--- src/rtl/mem_responder_if.sv ---
// Cache/RAM-side bus of the memory responder: request/wait handshakes plus the RAM port.
interface mem_responder_if;
   logic        iREN;
   logic [31:0] iaddr;
   logic        iwait;
   logic [31:0] iload;
   logic        dREN;
   logic        dWEN;
   logic [31:0] daddr;
   logic [31:0] dstore;
   logic        dwait;
   logic [31:0] dload;
   logic        ramREN;
   logic        ramWEN;
   logic [31:0] ramaddr;
   logic [31:0] ramstore;
   logic [31:0] ramload;
   logic [1:0]  ramstate;
   logic        err;

   modport slave (
      input  iREN, iaddr, dREN, dWEN, daddr, dstore, ramload, ramstate,
      output iwait, iload, dwait, dload, ramREN, ramWEN, ramaddr, ramstore, err
   );

   modport master (
      output iREN, iaddr, dREN, dWEN, daddr, dstore, ramload, ramstate,
      input  iwait, iload, dwait, dload, ramREN, ramWEN, ramaddr, ramstore, err
   );
endinterface

--- src/rtl/mem_responder.sv ---
// Arbitrates instruction and data requests onto a single-ported RAM and completes
// each one with a one-cycle wait drop; errors and stalls complete with ERRWORD.
module mem_responder #(
   parameter int unsigned TIMEOUT = 64,
   parameter logic [31:0] ERRWORD = 32'hBAD1BAD1
) (
   input logic           CLK,
   input logic           RST,
   mem_responder_if.slave bus
);
   typedef enum logic [1:0] {IDLE, ISERV, DSERV} state_t;
   typedef enum logic {GRANT_I, GRANT_D} grant_t;
   typedef enum logic [1:0] {RS_FREE, RS_BUSY, RS_ACCESS, RS_ERROR} ramstate_t;

   localparam int unsigned   CW       = $clog2(TIMEOUT + 1);
   localparam logic [CW-1:0] CNT_LAST = CW'(TIMEOUT - 1);

   state_t        state, state_n;
   grant_t        last, last_n;
   logic [CW-1:0] cnt, cnt_n;
   logic          ireq, dreq, done, fail;
   ramstate_t     rs;

   always_ff @(posedge CLK) begin
      if (RST) begin
         state <= IDLE;
         last  <= GRANT_I;
         cnt   <= '0;
      end else begin
         state <= state_n;
         last  <= last_n;
         cnt   <= cnt_n;
      end
   end

   always_comb begin
      state_n      = state;
      last_n       = last;
      cnt_n        = cnt;
      bus.iwait    = 1'b1;
      bus.iload    = '0;
      bus.dwait    = 1'b1;
      bus.dload    = '0;
      bus.ramREN   = 1'b0;
      bus.ramWEN   = 1'b0;
      bus.ramaddr  = '0;
      bus.ramstore = '0;
      bus.err      = 1'b0;
      ireq         = bus.iREN;
      dreq         = bus.dREN | bus.dWEN;
      rs           = ramstate_t'(bus.ramstate);
      done         = 1'b0;
      fail         = 1'b0;

      // Completion is resolved once; only the serve states act on it.
      case (rs)
         RS_ACCESS: done = 1'b1;
         RS_ERROR: begin
            done = 1'b1;
            fail = 1'b1;
         end
         default: begin
            if (cnt == CNT_LAST) begin
               done = 1'b1;
               fail = 1'b1;
            end
         end
      endcase

      // Reset holds every output idle so an in-flight completion cannot escape.
      if (!RST) begin
         case (state)
            IDLE: begin
               cnt_n = '0;
               if (ireq && dreq)
                  state_n = (last == GRANT_I) ? DSERV : ISERV;
               else if (ireq)
                  state_n = ISERV;
               else if (dreq)
                  state_n = DSERV;
            end
            ISERV: begin
               if (!ireq) begin
                  state_n = IDLE;
               end else begin
                  bus.ramREN  = 1'b1;
                  bus.ramaddr = bus.iaddr;
                  if (done) begin
                     bus.iwait = 1'b0;
                     bus.iload = fail ? ERRWORD : bus.ramload;
                     bus.err   = fail;
                     state_n   = IDLE;
                     last_n    = GRANT_I;
                  end else begin
                     cnt_n = cnt + CW'(1);
                  end
               end
            end
            DSERV: begin
               if (!dreq) begin
                  state_n = IDLE;
               end else begin
                  bus.ramaddr = bus.daddr;
                  if (bus.dWEN) begin
                     bus.ramWEN   = 1'b1;
                     bus.ramstore = bus.dstore;
                  end else begin
                     bus.ramREN = 1'b1;
                  end
                  if (done) begin
                     bus.dwait = 1'b0;
                     if (fail)
                        bus.dload = ERRWORD;
                     else if (!bus.dWEN)
                        bus.dload = bus.ramload;
                     bus.err = fail;
                     state_n = IDLE;
                     last_n  = GRANT_D;
                  end else begin
                     cnt_n = cnt + CW'(1);
                  end
               end
            end
            default: state_n = IDLE;
         endcase
      end
   end
endmodule

--- src/flat_wrapper.sv ---
// flat-port wrapper written by rule: the top's interface ports become plain ports
module mem_responder_flat 
#(
   parameter int unsigned TIMEOUT = 64,
   parameter logic [31:0] ERRWORD = 32'hBAD1BAD1
)
  (CLK, RST, bus_iREN, bus_iaddr, bus_dREN, bus_dWEN, bus_daddr, bus_dstore, bus_ramload, bus_ramstate, bus_iwait, bus_iload, bus_dwait, bus_dload, bus_ramREN, bus_ramWEN, bus_ramaddr, bus_ramstore, bus_err);
  mem_responder_if bus_i ();
  input logic CLK;
  input logic RST;
  input wire logic [$bits(bus_i.iREN)-1:0] bus_iREN;
  input wire logic [$bits(bus_i.iaddr)-1:0] bus_iaddr;
  input wire logic [$bits(bus_i.dREN)-1:0] bus_dREN;
  input wire logic [$bits(bus_i.dWEN)-1:0] bus_dWEN;
  input wire logic [$bits(bus_i.daddr)-1:0] bus_daddr;
  input wire logic [$bits(bus_i.dstore)-1:0] bus_dstore;
  input wire logic [$bits(bus_i.ramload)-1:0] bus_ramload;
  input wire logic [$bits(bus_i.ramstate)-1:0] bus_ramstate;
  output wire logic [$bits(bus_i.iwait)-1:0] bus_iwait;
  output wire logic [$bits(bus_i.iload)-1:0] bus_iload;
  output wire logic [$bits(bus_i.dwait)-1:0] bus_dwait;
  output wire logic [$bits(bus_i.dload)-1:0] bus_dload;
  output wire logic [$bits(bus_i.ramREN)-1:0] bus_ramREN;
  output wire logic [$bits(bus_i.ramWEN)-1:0] bus_ramWEN;
  output wire logic [$bits(bus_i.ramaddr)-1:0] bus_ramaddr;
  output wire logic [$bits(bus_i.ramstore)-1:0] bus_ramstore;
  output wire logic [$bits(bus_i.err)-1:0] bus_err;
  assign bus_i.iREN = bus_iREN;
  assign bus_i.iaddr = bus_iaddr;
  assign bus_i.dREN = bus_dREN;
  assign bus_i.dWEN = bus_dWEN;
  assign bus_i.daddr = bus_daddr;
  assign bus_i.dstore = bus_dstore;
  assign bus_i.ramload = bus_ramload;
  assign bus_i.ramstate = bus_ramstate;
  assign bus_iwait = bus_i.iwait;
  assign bus_iload = bus_i.iload;
  assign bus_dwait = bus_i.dwait;
  assign bus_dload = bus_i.dload;
  assign bus_ramREN = bus_i.ramREN;
  assign bus_ramWEN = bus_i.ramWEN;
  assign bus_ramaddr = bus_i.ramaddr;
  assign bus_ramstore = bus_i.ramstore;
  assign bus_err = bus_i.err;
  mem_responder #(.TIMEOUT(TIMEOUT), .ERRWORD(ERRWORD)) u_core (.CLK(CLK), .RST(RST), .bus(bus_i));
endmodule
--- config.mk ---
export PLATFORM = sky130hd
export DESIGN_NAME = mem_responder_flat
export DESIGN_NICKNAME = d
export VERILOG_FILES = /design/src/rtl/mem_responder_if.sv /design/src/rtl/mem_responder.sv /design/src/flat_wrapper.sv
export SDC_FILE = /design/constraint.sdc
export NUM_CORES = 1
export LEC_CHECK = 0
export ABC_AREA = 1
export CAP_MARGIN = 40
export CORE_AREA = 2 2 104 106
export DETAILED_ROUTE_END_ITERATION = 8
export DIE_AREA = 0 0 106 108
export PLACE_DENSITY = 0.68
export SYNTH_ARGS = -nofsm -noshare
export SYNTH_HDL_FRONTEND = slang
export SYNTH_SLANG_ARGS = --single-unit
--- constraint.sdc ---
create_clock -name CLK -period 2.3 [get_ports CLK]
set_clock_uncertainty 0.05 [all_clocks]
set_input_delay 0.69 -clock CLK [delete_from_list [all_inputs] [get_ports CLK]]
set_output_delay 0.69 -clock CLK [all_outputs]
set_load 0.01 [all_outputs]
==> After elaboration in Yosys (flattened, before gate mapping) <==
Cells that the tools add are included.
{ "classes": {"addsub": 1, "n_eq_ne": 10, "n_mux": 60, "bitwise_logic": 1, "reduce_logical": 7} }
{ "op_table": {"columns": ["op", "count"], "rows": [
  ["$mux 32", 18],
  ["$pmux 32 s2", 1],
  ["$mux 1", 25],
  ["$mux 7", 3],
  ["$pmux 7 s3", 1],
  ["$mux 2", 7],
  ["$pmux 1 s2", 4],
  ["$add 7x1->7 const B", 1],
  ["$eq 7x6->1 const B", 1],
  ["$eq 2x2->1 const B", 3],
  ["$ne 2x1->1 const B", 3],
  ["$pmux 2 s3", 1],
  ["$reduce_and 5->1", 1],
  ["$ne 4x2->1 const B", 1],
  ["$reduce_and 3->1", 1],
  ["$reduce_bool 3->1", 1],
  ["$eq 2x1->1 const B", 1],
  ["$logic_not 2->1", 1],
  ["$ne 2x2->1 const B", 1],
  ["$reduce_bool 2->1", 1],
  ["$reduce_or 2->1", 1],
  ["$logic_and 1x1->1", 1],
  ["$or 1x1->1", 1]
]} }
{ "word_totals": {"reg_bits": 10, "in_bits": 135, "output_inout_bits": 133, "wordCells": 82} }

==> Depth between registers and ports, before layout <==
Gate-level depths: netlist of run 1.
{ "logic_depth": {"depth_word": 8, "depth_mapped": 10, "ltp_nobuf": 10} }

==> Worst setup path before layout of run 1 <==
No wires, ideal clock.
{ "synth_timing": {"path_kind": "input to output", "start": "in bus_dWEN", "end": "out bus_dload[10]", "arrival_time_ps": 1631, "t_required_ps": 1560, "path_slack_ps": -71, "cell_stages": 7, "path_buffers": 2, "cell_sequence": "inv_1 buf_2 nand3_1 nor2_1 inv_1 clkbuf_1 nor3_1"} }
{ "synth_between": {"elab_chain_len": 6, "elab_cells_between_ends": 7, "cone_classes": "6 x mux; 1 x bitwise"} }
{ "synth_rtl": {"columns": ["element", "line", "rtl"], "rows": [
  ["from (decl)", "flat_wrapper.sv:14", "input wire logic [$bits(bus_i.dWEN)-1:0] bus_dWEN;"],
  ["$mux 32", "mem_responder.sv:114", "else if (!bus.dWEN)"],
  ["$mux 32", "mem_responder.sv:112", "if (fail)"],
  ["$mux 32", "mem_responder.sv:110", "if (done) begin"],
  ["$mux 32 (*)", "mem_responder.sv:100", "if (!dreq) begin"],
  ["$mux 32 (*)", "mem_responder.sv:72", "case (state)"],
  ["$mux 32 (*)", "mem_responder.sv:71", "if (!RST) begin"],
  ["to (decl)", "flat_wrapper.sv:22", "output wire logic [$bits(bus_i.dload)-1:0] bus_dload;"]
]} }
Every way passes the cells marked *; elsewhere a longest branch is shown, timed or not.

==> Final worst setup path of run 1 <==
{ "layout_timing": {"start": "reg u_core.cnt[0]", "end": "out bus_dload[27]"} }
{ "layout_between": {"elab_chain_len": 8, "elab_cells_between_ends": 9, "cone_classes": "1 x eq/ne; 8 x mux"} }
{ "layout_rtl": {"columns": ["element", "line", "rtl"], "rows": [
  ["from (decl)", "mem_responder.sv:20", "logic [CW-1:0] cnt, cnt_n;"],
  ["from (signal assigned)", "mem_responder.sv:32", "cnt <= cnt_n;"],
  ["$eq 7x6->1 (*)", "mem_responder.sv:63", "if (cnt == CNT_LAST) begin"],
  ["$mux 1 (*)", "mem_responder.sv:63", null],
  ["$pmux 1 s2", "mem_responder.sv:56", "case (rs)"],
  ["$mux 32", "mem_responder.sv:112", null],
  ["$mux 32 (*)", "mem_responder.sv:110", null],
  ["$mux 32 (*)", "mem_responder.sv:100", null],
  ["$mux 32 (*)", "mem_responder.sv:72", null],
  ["$mux 32 (*)", "mem_responder.sv:71", null]
]} }
Marked as above.

==> results of run 1 <==
-- placed cells by master (no fill, tap or decap), types with 7 or more instances in the layout --
cell	netlist	routed
nor2_4	0	24
buf_2	10	113
clkdlybuf4s50_1	0	126
nor3_2	1	22
nor2_2	11	37
nand2_1	101	91
inv_1	65	52
nor2_1	95	45
buf_12	0	9
nand2_2	2	9
a21oi_1	60	43
buf_16	0	7
a21oi_2	0	14
buf_4	1	44
buf_6	1	40
nor3_4	0	7
-- cell families (layout without fill, tap and decap cells) --
logic type               Yosys count  in the layout  synth area share
XOR/XNOR                           3              3            0.0128
AO/OA/AOI/OAI                     66             66             0.168
buffers and inverters             95            424             0.185
flip-flops                        10             10            0.0975
adder cells (fa/ha/maj)            5              5            0.0305
AND/OR/NAND/NOR                  248            248             0.506
-- per-stage QoR --
step,TNS [ns],total power [uW],instances,instance area (um^2),util
floorplan,-1.11,528,427,2070,-
global placement,-121.04,1020,842,5140,0.503
detailed placement,-120.01,1040,842,5140,0.503
CTS,-12.89,1480,878,5720,0.559
global route,-16.84,1680,892,6060,0.592
finish,-8.55,1580,892,6060,0.592
-- area by class of cell --
| type | count | area, um^2 | share of cell area |
|---|---|---|---|
| sequential | 10 | 213 | 0.0351 |
| tap | 136 | 170 | 0.0281 |
| inverter | 69 | 304 | 0.0502 |
| clock buffer | 4 | 55.1 | 0.00909 |
| timing repair buffer | 351 | 3190 | 0.526 |
| multi-input combinational | 322 | 2130 | 0.352 |
-- routing by layer --
metal	track usage	vias up	routed length (um)
met4	0.0451	0	279
met2	0.424	207	7430
li1	-	1961	-
met1	0.233	1879	5090
met5	0	-	0
met3	0.0289	23	895
-- registers in the layout, summed over array words and instances (netlist names) --
signal / count
u_core.cnt: 7
u_core.state: 2
u_core.last: 1
-- critical path, cell delays in order (launching register included) --
cell and delay [ns]:
dfxtp_2 0.35, ha_4 0.15, nand3_4 0.09, o21ai_4 0.18, buf_12 0.13, nand3_4 0.09
buf_6 0.15, buf_12 0.12, nor2_4 0.10, buf_6 0.10
-- final timing paths --
check	from	endpoint	slack, ns	cells past startpoint
hold / removal	u_core.last$_SDFFE_PP0P_	u_core.last$_SDFFE_PP0P_	0.49	4
setup reg to reg	u_core.state[0]$_SDFFE_PP0P_	u_core.cnt[1]$_SDFFE_PP0P_	0.48	12
setup / recovery	u_core.cnt[0]$_SDFFE_PP0P_	bus_dload[27]	-0.14	9
hold reg to reg	u_core.last$_SDFFE_PP0P_	u_core.last$_SDFFE_PP0P_	0.49	4
-- power by group through the flow --
stage,clock (uW),sequential [uW],combinational [uW]
floorplan,0,204,324
global placement,0,203,817
detailed placement,0,205,831
CTS,227,209,1050
global route,234,211,1230
finish,221,210,1150
-- timing repair --
action                                  in CTS  in global routing
endpoints found under the setup margin     133                129
buffers inserted                            23                 14
cloned                                      10                  5
resized for setup                          634                192
pin swaps                                   14                 15
==> impl_metrics.toml, run 1 <==
[outcome]
status = "finished with violations"
violations = "setup timing"

[job]
drv_cap = 0

[floorplan]
core_area_um2 = 10200
row_count = 37
ios = 268
die_y_um = 108
start_util = 0.201
dieArea_um2 = 11400
die_w_um = 106

[pwr]
power_frac_comb = 0.727
power_density_nw_per_um2 = 261
switching_power_uw = 625
power.internal_uw = 957
leakagePower_uw = 0.00292
p_sw_frac = 0.395
power.share.sequential = 0.133
power_frac_clock = 0.140
peakVddDrop_v = 0.000176

[min_path]
hp-class = "register to register"

[timing]
max_freq_mhz = 409
max_slew_margin = 0.814
period_minus_slack_ns = 2.44
hold_ws_ns = 0.490
setup_slack_ns = -0.145
tightest_slew_ns = 0.278
hold_violations = 0
drv_slew = 0
rsz0062_at_grt = "true"
setup_viol = 125
fin_crit_sh = 1.06

[route]
drtIter0Drc = 195
first_pass_iters = 4
wl_mm = 13.7
avgRoutedWirePerCell_um = 15.4
drc = 0
vias_per_cell = 4.56
ant_nets = 0
vias = 4070

[yosys]
yosysMostFrequentCell = "nand2_1"
synth_area_leaders = "nand2_1 18%, nor2_1 17%, a21oi_1 15%, inv_1 12%, dfxtp_1 9.8%"
synth.largest_area_cell = "nand2_1"
ys.flop_type = "dfxtp_1"
syn_area_per_cell_um2 = 4.81
syn_nets = 567
synthArstFlopShare = 0
synthTopCellsByCount = "101 x nand2_1, 95 x nor2_1, 65 x inv_1"
yosysTopAreaCellShare = 0.185
synth_enable_flop_cells = 0
syn_inst = 427
syn_area_um2 = 2050
ys_types = 27
synth-seq-cells = 10
ys_seq_area_frac = 0.0975
ys_warn_count = 0

[global_routing]
antenna_found_initial = 0
grt_pass1_vias = 4017
grt_max_degree = 23
grt_pass1_wl_mm = 19.6
track_usage = 0.211
grt_overflow_total = 0

[placement]
port-buffer-count = 267
dpl_worst_slack_ns = -0.978
globalplace.congestion = 0.839
dpl.hpwl_mm = 9.10

[worst_setup_path]
worst_setup_path_start_kind = "register"
crit_arrival_ns = 1.70
critPathKind = "register to output pin"
worst_setup_path_end_kind = "output pin"
worstPathMaxFanout = 4
required_ns = 1.56

[cts]
cts-root-buf = "clkbuf_8"
htree_levels = 1
clock_path_buffers = 2
clock-sinks = 10
clk_pin_slew_ns = 0.05
numCtsBuffers = 3
clk-insertion-delay-late_ns = 0.24
cts_tree = "done"
hold_buffers = 0

[final_layout]
n_fill_cell = 906
antenna_cells = 0
drive_above_1_share = 0.500
synthToLayoutAreaGrowth_pct = 195
fin_nets = 897
No activity file was read; power rests on OpenSTA's default activity.
==> inputs of run 2 (changes only) <==
GPL_TIMING_DRIVEN = 0   (was default)
==> impl_metrics.toml, run 2 (synthesis results as in run 1) <==
[final_layout]
synthToLayoutAreaGrowth_pct = 220
mostFrequentLayoutCells = "127 x clkdlybuf4s50_1, 94 x buf_2, 89 x nand2_1"
fin_nets = 904
fin_area_um2 = 6570
n_fill_cell = 849
largest_registers = "u_core.cnt x7, u_core.state x2, u_core.last x1"
top_register = "u_core.cnt"
layout_commonest_cell = "clkdlybuf4s50_1"
largest_register_ffs = 7
multi_input_area_um2 = 2430
register_area_um2 = 216
antenna_cells = 0
drive_above_1_share = 0.549

[timing]
max_freq_mhz = 396
fin_crit_sh = 1.10
period_minus_slack_ns = 2.53
drv_slew = 0
max_slew_margin = 0.809
rsz0062_at_grt = "true"
setup_viol = 128
tightest_slew_ns = 0.286
hold_violations = 0
hold_ws_ns = 0.464
setup_slack_ns = -0.225

[route]
drc = 0
vias_per_cell = 4.66
wl_mm = 14.1
first_pass_iters = 4
drtIter0Drc = 253
vias = 4187
avgRoutedWirePerCell_um = 15.7
ant_nets = 0

[floorplan]
dieArea_um2 = 11400
core_area_um2 = 10200
row_count = 37
start_util = 0.201
die_w_um = 106
ios = 268
die_y_um = 108

[cts]
numCtsBuffers = 3
cts_tree = "done"
hold_buffers = 0
clk-insertion-delay-late_ns = 0.24
htree_levels = 1
clock_path_buffers = 2
cts-root-buf = "clkbuf_8"
clock-sinks = 10
clk_pin_slew_ns = 0.05

[outcome]
violations = "setup timing"
status = "finished with violations"

[pwr]
leakagePower_uw = 0.00305
power_density_nw_per_um2 = 251
peakVddDrop_v = 0.000180
power.total_uw = 1650

[global_routing]
grt_pass1_vias = 4046
grt_max_degree = 11
grt_overflow_total = 0
grt_pass1_wl_mm = 19.3
track_usage = 0.206
antenna_found_initial = 0

[worst_setup_path]
worst_setup_path_start_kind = "register"
cp_slowest_cell = "dfxtp_4"
worst_setup_path_end_kind = "output pin"
worstPathCellList = "inv_4 -> ha_4 -> inv_6 -> nor2_4 -> clkinvlp_4 -> buf_6 -> a21oi_2 -> buf_2"
required_ns = 1.56
critPathKind = "register to output pin"
crit_arrival_ns = 1.79
worstPathMaxFanout = 4
cpPeakStageDelay_ns = 0.37

[placement]
dpl.hpwl_mm = 9.17
dpl-instance-area_um2 = 4920
globalplace.congestion = 0.805
port-buffer-count = 267
dpl_worst_slack_ns = -1.38

[job]
drv_cap = 0

[min_path]
hp-class = "register to register"
==> run 2: power breakdown <==
part	total, uW	internal, uW	switching (uW)
clock network	192	115	76.9
logic	1240	651	592
registers	212	194	17.7
total	1650	961	686
==> run 2: final cells by class <==
type	count	share of cell area
Buffer	26	0.0583
Clock buffer	3	0.00628
Inverter	69	0.0447
Multi-Input combinational cell	322	0.370
Sequential cell	10	0.0329
Tap cell	136	0.0259
Timing Repair Buffer	331	0.461
Timing Repair inverter	1	0.00114
==> run 2: what timing repair did <==
action | CTS | global route
buffers inserted | 38 | 11
gates resized for setup | 804 | 177
hold endpoints to repair | 0 | 0
pin swaps | 21 | 27
gates cloned | 13 | 5
setup endpoints to repair | 133 | 132
==> run 2: metal layers <==
layer / GRT usage / vias to the layer above / wire length [um]
met1: 0.216 / 1976 / 5080
li1: - / 1985 / -
met3: 0.0350 / 16 / 994
met2: 0.414 / 210 / 7880
met4: 0.0639 / 0 / 185
met5: 0 / - / 0
==> run 2: path summary, 6_finish.rpt <==
kind	startpoint	end	slack, ns	cells after the start
max	u_core.state[1]$_SDFFE_PP0P_	bus_ramREN	-0.23	8
min	u_core.cnt[4]$_SDFFE_PP0P_	u_core.cnt[4]$_SDFFE_PP0P_	0.46	2
max reg2reg	u_core.state[0]$_SDFFE_PP0P_	u_core.cnt[4]$_SDFFE_PP0P_	0.31	11
min reg2reg	u_core.cnt[4]$_SDFFE_PP0P_	u_core.cnt[4]$_SDFFE_PP0P_	0.46	2
==> run 2: through the flow <==
stage	util	std cells	TNS [ns]
floorplan	-	427	-1.11
global route	0.642	898	-24.52
CTS	0.554	884	-12.44
finish	0.642	898	-17.99
detailed placement	0.480	830	-140.20
global placement	0.480	830	-136.28
==> run 2: worst max-delay path: cells and delay by family, from the launching register on <==
family          cells  cell delay [ns]
flops               1             0.37
simple gates        1             0.12
buf+inv             5             0.62
compound gates      1             0.14
fa+ha+maj           1             0.29
==> inputs of run 3 (changes only) <==
clock period = 2.4 ns   (was 2.3 ns; I/O delays follow)
==> impl_metrics.toml, run 3 (synthesis results as in run 1) <==
[timing]
max_slew_margin = 0.806
fin_crit_sh = 1.06
max_freq_mhz = 392
period_minus_slack_ns = 2.55
hold_violations = 0
rsz0062_at_grt = "true"
setup_slack_ns = -0.149
tightest_slew_ns = 0.289
hold_ws_ns = 0.449
setup_viol = 76
drv_slew = 0

[global_routing]
grt_pass1_vias = 3956
grt_util_met3 = 0.0512
track_usage = 0.206
grt_use_met1 = 0.211
antenna_found_initial = 0
use_met2 = 0.418
grt_max_degree = 11
grt_pass1_wl_mm = 19.1
top_usage_layer = "met2"
grt_overflow_total = 0

[final_layout]
largest_registers = "u_core.cnt x7, u_core.state x2, u_core.last x1"
fin_nets = 900
fin_area_um2 = 6200
largest_register_ffs = 7
final_cells = 895
layout_commonest_cell = "clkdlybuf4s50_1"
top_register = "u_core.cnt"
drive_above_1_share = 0.518
mostFrequentLayoutCells = "128 x clkdlybuf4s50_1, 102 x buf_2, 88 x nand2_1"
antenna_cells = 0
synthToLayoutAreaGrowth_pct = 202

[pwr]
peakVddDrop_v = 0.000170
leakagePower_uw = 0.00296
power_density_nw_per_um2 = 248

[placement]
dpl.hpwl_mm = 9.16
dpl_worst_slack_ns = -1.34
port-buffer-count = 267
globalplace.congestion = 0.841
dpl-instance-area_um2 = 4900
place_inst = 830

[worst_setup_path]
critPathKind = "register to output pin"
worst_setup_path_start_kind = "register"
worstPathMaxFanout = 5
crit_arrival_ns = 1.78
worst_setup_path_end_kind = "output pin"
required_ns = 1.63

[min_path]
hp-class = "register to register"

[route]
wl_mm = 13.3
first_pass_iters = 4
drtIter0Drc = 128
vias_per_cell = 4.48
avgRoutedWirePerCell_um = 14.9
drc = 0
ant_nets = 0
vias = 4008

[cts]
cts-root-buf = "clkbuf_8"
cts_tree = "done"
clock-sinks = 10
clk_pin_slew_ns = 0.05
htree_levels = 1
clock_path_buffers = 2
clk-insertion-delay-late_ns = 0.24
numCtsBuffers = 3

[outcome]
status = "finished with violations"
violations = "setup timing"

[floorplan]
start_util = 0.201
die_y_um = 108
core_area_um2 = 10200
ios = 268
row_count = 37
dieArea_um2 = 11400
die_w_um = 106

[job]
drv_cap = 0
run 3: cell types whose count changed in the layout (fill, tap and decap cells not counted), sizes merged:
cell,before,now
nand3,8,9
clkdlybuf4s50,127,128
clkbuf,22,20
clkdlybuf4s15,0,3
dlygate4sd2,0,2
buf,210,203
dlymetal6s2s,1,0
run 3: worst max-delay path, stage by stage, from the launching register on:
cell and delay, ns:
dfxtp_4 0.35, ha_4 0.15, nand3_4 0.09, o21ai_4 0.30, nand3_4 0.14, buf_8 0.15, buf_6 0.12, nor2_2 0.10
buf_2 0.14
run 3: final timing paths:
kind                                                    from                          to  slack, ns  depth (start not counted)
worst min register to register    u_core.cnt[4]$_SDFFE_PP0P_  u_core.cnt[4]$_SDFFE_PP0P_       0.45                          2
worst max-delay path              u_core.cnt[0]$_SDFFE_PP0P_               bus_dload[20]      -0.15                          8
worst min-delay path              u_core.cnt[4]$_SDFFE_PP0P_  u_core.cnt[4]$_SDFFE_PP0P_       0.45                          2
worst max register to register  u_core.state[0]$_SDFFE_PP0P_  u_core.cnt[0]$_SDFFE_PP0P_       0.60                         10
run 3: power by group:
part	internal [uW]	switching (uW)
Clock	145	76.8
Combinational	586	531
Sequential	186	15.5
run 3: stage by stage:
| stage | total power (uW) | utilization | setup TNS (ns) |
|---|---|---|---|
| finish | 1540 | 0.606 | -4.30 |
| global route | 1640 | 0.606 | -12.08 |
| CTS | 1400 | 0.543 | -4.16 |
| detailed placement | 915 | 0.479 | -132.30 |
| global placement | 903 | 0.479 | -131.20 |
| floorplan | 504 | - | -0.310 |
run 3: timing repair:
| item | CTS | global route |
|---|---|---|
| cloned | 13 | 3 |
| setup buffers | 32 | 13 |
| resized for setup | 767 | 153 |
| hold buffers | 0 | 0 |
| endpoints found under the setup margin | 133 | 122 |
| pin swaps | 17 | 16 |
run 3: metal layers:
metal / routed length, um / vias to the layer above / share of wire
met5: 0 / - / 0
met4: 173 / 0 / 0.013
met3: 1060 / 14 / 0.079
met2: 7420 / 181 / 0.56
met1: 4660 / 1839 / 0.35
li1: - / 1974 / -
run 3: final cells by class:
class	instances	area (um^2)
multi-input combinational	323	2300
sequential	10	214
clock buffer	4	55.1
tap	136	170
inverter	69	294
timing repair inverter	1	7.51
timing repair buffer	326	2820
buffer	26	344
fill	931	4030
==> variant 1, RTL diff (flow settings as in run 1) <==
`TIMEOUT` is set to 64 in 2 places; all go to 32.
--- a/src/rtl/mem_responder.sv
+++ b/src/rtl/mem_responder.sv
@@ -2,5 +2,5 @@
 // each one with a one-cycle wait drop; errors and stalls complete with ERRWORD.
 module mem_responder #(
-   parameter int unsigned TIMEOUT = 64,
+   parameter int unsigned TIMEOUT = 32,
    parameter logic [31:0] ERRWORD = 32'hBAD1BAD1
 ) (
--- a/src/flat_wrapper.sv
+++ b/src/flat_wrapper.sv
@@ -2,5 +2,5 @@
 module mem_responder_flat 
 #(
-   parameter int unsigned TIMEOUT = 64,
+   parameter int unsigned TIMEOUT = 32,
    parameter logic [31:0] ERRWORD = 32'hBAD1BAD1
 )
Check against the original RTL: same outputs for any inputs over 4 cycles, from zero or initial values and one cycle with RST high; that may be too few to reach the edited logic, so the function may still have changed.
==> variant 1 against run 1 <==
The flow still finishes with violations (setup timing); cell area is 8.6% higher; wire length is 9.7% higher; power is 4.7% higher; sequential share of layout area is 0.62 points lower; area after synthesis is 5.2% lower; setup slack worse by 0.020 ns; largest power group unchanged; via count is 0.15% higher; sequential cell count is 1 lower.
==> variant 1: results (changes against run 1) <==
status=finished with violations; failing checks=setup timing; number of DRC markers in iteration 0=223 (+14%); Critical Path Slowest Stage Cell=nor2_4; RR Startpoint=u_core.cnt[0]$_SDFFE_PP0P_; met3 Resource Use GR=4.70% (+1.8 points); Cells after DPL=827 (-1.8%); post-route setup slack=-0.164 ns (-0.0198 ns); met2 WL=8180 um (+10%); pre-CTS WS=-1.04 ns (-0.0631 ns); maximum VDD drop=0.170 mV (-3.2%); depth of the most critical reg-to-reg path=11 (-1); Metal-1 WL=5280 um (+3.7%); Largest regs=u_core.cnt x6, u_core.state x2, u_core.last x1; setup repair bufs after CTS=26 (+13%); hold path depth=4 (unchanged); Synth cell types=21 (-22%); Seq/Total Area, Yosys=9.25% (-0.50 points); H-tree depth=1 (unchanged); routed wire length=15,000 um (+9.7%); largest cells by area after synthesis=nor2_1 21%, nand2_1 18%, a21oi_1 15%; Avg WL per Cell=17.1 um (+11%); DR pass1 iterations=4 (unchanged); largest net degree at the start of global routing=20 (-13%); fin nets=885 (-1.3%); Final HPWL DP=9150 um (+0.46%); Internal=961 uW (+0.42%); vias per cell=4.63 (+1.5%); setup violators final=127 (+1.6%); syn nets=553 (-2.5%); Avg Cell Area, Syn=4.71 um^2 (-2.0%); GRT Overall Usage=22.6% (+1.5 points); first-pass GRT wire length=20,900 um (+6.6%); Crit Path Max Fanout=6 (+2); clock root buffer=clkbuf_8; placed cell area=0.00503 mm^2 (-2.1%); Post-synth top cells=109 x nor2_1, 94 x nand2_1, 61 x inv_1; leakage=0.00310 uW (+6.1%); post-CTS sizing=750 (+18%); share of cells above drive strength 1=59.4% (+9.4 points); slowest stage delay, CP=0.16 ns (-0.19 ns); gpl congestion=0.808 (-3.7%); GR Util met2=43.1% (+0.74 points); vias in the first global route=3,985 (-0.80%); Hold Slack=0.499 ns (+0.00914 ns); worst-margin pin slew=0.362 ns (+0.0832 ns); clock insertion delay at the later pin of the skew report=0.24 ns (about the same); Setup TNS Final=-9.16 ns (-0.608 ns); arrival time worst endpoint=1.72 ns (+0.02 ns); met3 wire length=977 um (+9.2%); Synth async-reset ratio=0% (unchanged); CP Launch Point=bus_ramstate[0]; M1 GR Usage=24.6% (+1.2 points)
variant 1: cell types whose count changed in the layout (fill, tap and decap cells not counted), sizes merged:
| cell | run 1 | this run |
|---|---|---|
| nand2 | 103 | 96 |
| inv | 67 | 61 |
| o21ai | 5 | 9 |
| buf | 218 | 221 |
| clkbuf | 9 | 6 |
| nor2 | 106 | 109 |
| a21oi | 60 | 58 |
| nand3 | 8 | 6 |
| and3b | 1 | 0 |
| clkinv | 2 | 1 |
| clkinvlp | 0 | 1 |
| dfxtp | 10 | 9 |
| o211ai | 0 | 1 |
| o21bai | 1 | 0 |
variant 1: cells by family (layout without fill, tap and decap cells):
| family | Yosys count | after routing | share of synthesized area, % |
|---|---|---|---|
| xor+xnor | 3 | 3 | 1.35 |
| flops | 9 | 9 | 9.25 |
| fa+ha+maj | 5 | 5 | 3.21 |
| buf+inv | 87 | 418 | 18.1 |
| simple gates | 241 | 241 | 49.9 |
| compound gates | 68 | 68 | 18.2 |
variant 1: worst max path at each step:
stage	endpoint	slack, ns
detailed placement	bus_dload[19]	-1.04
floorplan	bus_dload[10]	-0.04
global placement	bus_dload[19]	-1.02
global route	bus_iload[29]	-0.21
CTS	bus_dload[19]	-0.16
finish	bus_dload[8]	-0.16
variant 1: power by group through the flow:
stage	sequential, uW	combinational [uW]	clock (uW)
after floorplan	188	299	0
after detailed placement	189	799	0
after global placement	186	787	0
after CTS	197	1090	194
final	197	1270	191
after global routing	199	1340	209
variant 1: layout make-up:
type	count	area, um^2
Tap cell	136	170
Sequential cell	9	190
Timing Repair Buffer	351	3390
Clock buffer	4	45.0
Fill cell	814	3650
Inverter	63	270
Multi-Input combinational cell	317	2510
==> variant 2, RTL diff (config.mk and constraints of run 1) <==
Made on the original files. Re-encode `state_t` (3 states) as one-hot, 3 bits wide.
--- a/src/rtl/mem_responder.sv
+++ b/src/rtl/mem_responder.sv
@@ -9,5 +9,5 @@
    mem_responder_if.slave bus
 );
-   typedef enum logic [1:0] {IDLE, ISERV, DSERV} state_t;
+   typedef enum logic [2:0] {IDLE = 3'b001, ISERV = 3'b010, DSERV = 3'b100} state_t;
    typedef enum logic {GRANT_I, GRANT_D} grant_t;
    typedef enum logic [1:0] {RS_FREE, RS_BUSY, RS_ACCESS, RS_ERROR} ramstate_t;
Function: same outputs for any inputs over 4 cycles, from zero or initial values and one cycle with RST high; so few cycles prove little.
==> variant 2 against run 1 <==
The flow still finishes with violations (setup timing); sequential cell count increased by 1; area after synthesis decreased by 3.6%; critical path depth decreased by 1; cell area decreased by 1.3%; critical path type is now in2out; largest power group unchanged; power decreased by 1.9%; wire length increased by 3.3%; setup slack got worse by 0.061 ns; non-clock buffer count decreased by 1.
==> variant 2: results (changes against run 1) <==
GRT Overall Usage=22.8% (+1.8 points); setup violators final=132 (+5.6%); Comb power frac=70.2% (-2.5 points); gpl congestion=0.845 (+0.72%); GR Util met2=45.0% (+2.7 points); Post-synth top cells=135 x nor2_1, 66 x inv_1, 32 x a22oi_1; Slew headroom=63.7% (-18 points); vias in the first global route=3,995 (-0.55%); leakage=0.00292 uW (+0.14%); met3 wire length=1200 um (+34%); setup repair bufs after CTS=25 (+8.7%); M1 GR Usage=24.8% (+1.5 points); XOR/XNOR Fraction of Synth Area=0.442% (-0.84 points); met3 Resource Use GR=5.73% (+2.8 points); Final HPWL DP=9470 um (+4.0%); post-CTS sizing=691 (+9.0%); post-route setup slack=-0.205 ns (-0.0607 ns); Seq/Total Area, Yosys=11.1% (+1.4 points); Critical Path Slowest Stage Cell=nor2_4; first-pass GRT wire length=20,900 um (+6.7%); slowest stage delay, CP=0.18 ns (-0.17 ns); failing checks=setup timing; maximum VDD drop=0.223 mV (+27%); Metal-1 WL=5300 um (+4.1%); status=finished with violations; syn nets=528 (-6.9%); switching pwr=615 uW (-1.6%); vias=3,976 (-2.3%); adder-cell area share of the yosys netlist=0.632% (-2.4 points); Compound-Gate Fraction of Synth Area=20.9% (+4.2 points); share of cells above drive strength 1=52.9% (+2.9 points); routed wire length=14,200 um (+3.3%); largest net degree at the start of global routing=34 (+48%); largest cells by area after synthesis=nor2_1 26%, inv_1 13%, a22oi_1 12%; fin nets=857 (-4.5%); Largest regs=u_core.cnt x7, u_core.state x3, u_core.last x1; met2 WL=7460 um (+0.44%); number of DRC markers in iteration 0=134 (-31%); arrival time worst endpoint=1.77 ns (+0.07 ns)
==> variant 2: changes by cell type in the layout (fill, tap and decap cells not counted), moves of 4 or more <==
cell / run 1 / this run
nand2_1: 91 / 21
nor2_1: 45 / 78
a22oi_2: 0 / 32
a21oi_1: 43 / 24
a21oi_2: 14 / 4
buf_6: 40 / 31
nand3_1: 4 / 12
inv_1: 52 / 58
buf_16: 7 / 12
nor3_4: 7 / 2
nand2_2: 9 / 5
nor2_2: 37 / 41
nor2_4: 24 / 20
==> variant 2: layout make-up <==
class	instances	share of cell area (%)
multi-input cells	286	33.8
inverters	68	4.44
clock buffers	3	0.691
clock inverters	1	0.0837
flip-flops and latches	11	3.83
well taps	136	2.85
repair inverters	1	0.105
repair buffers	350	54.2
==> variant 2: worst max-delay path: cells and delay by family <==
kind                   cells  cell delay, ns
AND/OR/NAND/NOR            3            0.35
buffers and inverters      5            0.71
==> variant 2: path summary, 6_finish.rpt <==
check	slack [ns]	end	from
setup reg to reg	0.56	u_core.cnt[1]$_SDFFE_PP0P_	u_core.state[0]$_SDFFE_PP1P_
setup / recovery	-0.21	bus_iload[9]	RST
hold / removal	0.44	u_core.last$_SDFFE_PP0P_	u_core.last$_SDFFE_PP0P_
hold reg to reg	0.44	u_core.last$_SDFFE_PP0P_	u_core.last$_SDFFE_PP0P_
==> variant 2: stage by stage <==
stage / worst slack (ns) / total power [uW] / cell area, um^2 / utilization (%) / instances
after floorplan: -0.0151 / 605 / 2050 / - / 392
after global placement: -1.01 / 1060 / 5120 / 50.0 / 807
after CTS: -0.190 / 1480 / 5620 / 54.9 / 846
final: -0.205 / 1550 / 5980 / 58.4 / 856
after global routing: -0.248 / 1650 / 5980 / 58.4 / 856
after detailed placement: -1.01 / 1080 / 5120 / 50.0 / 807
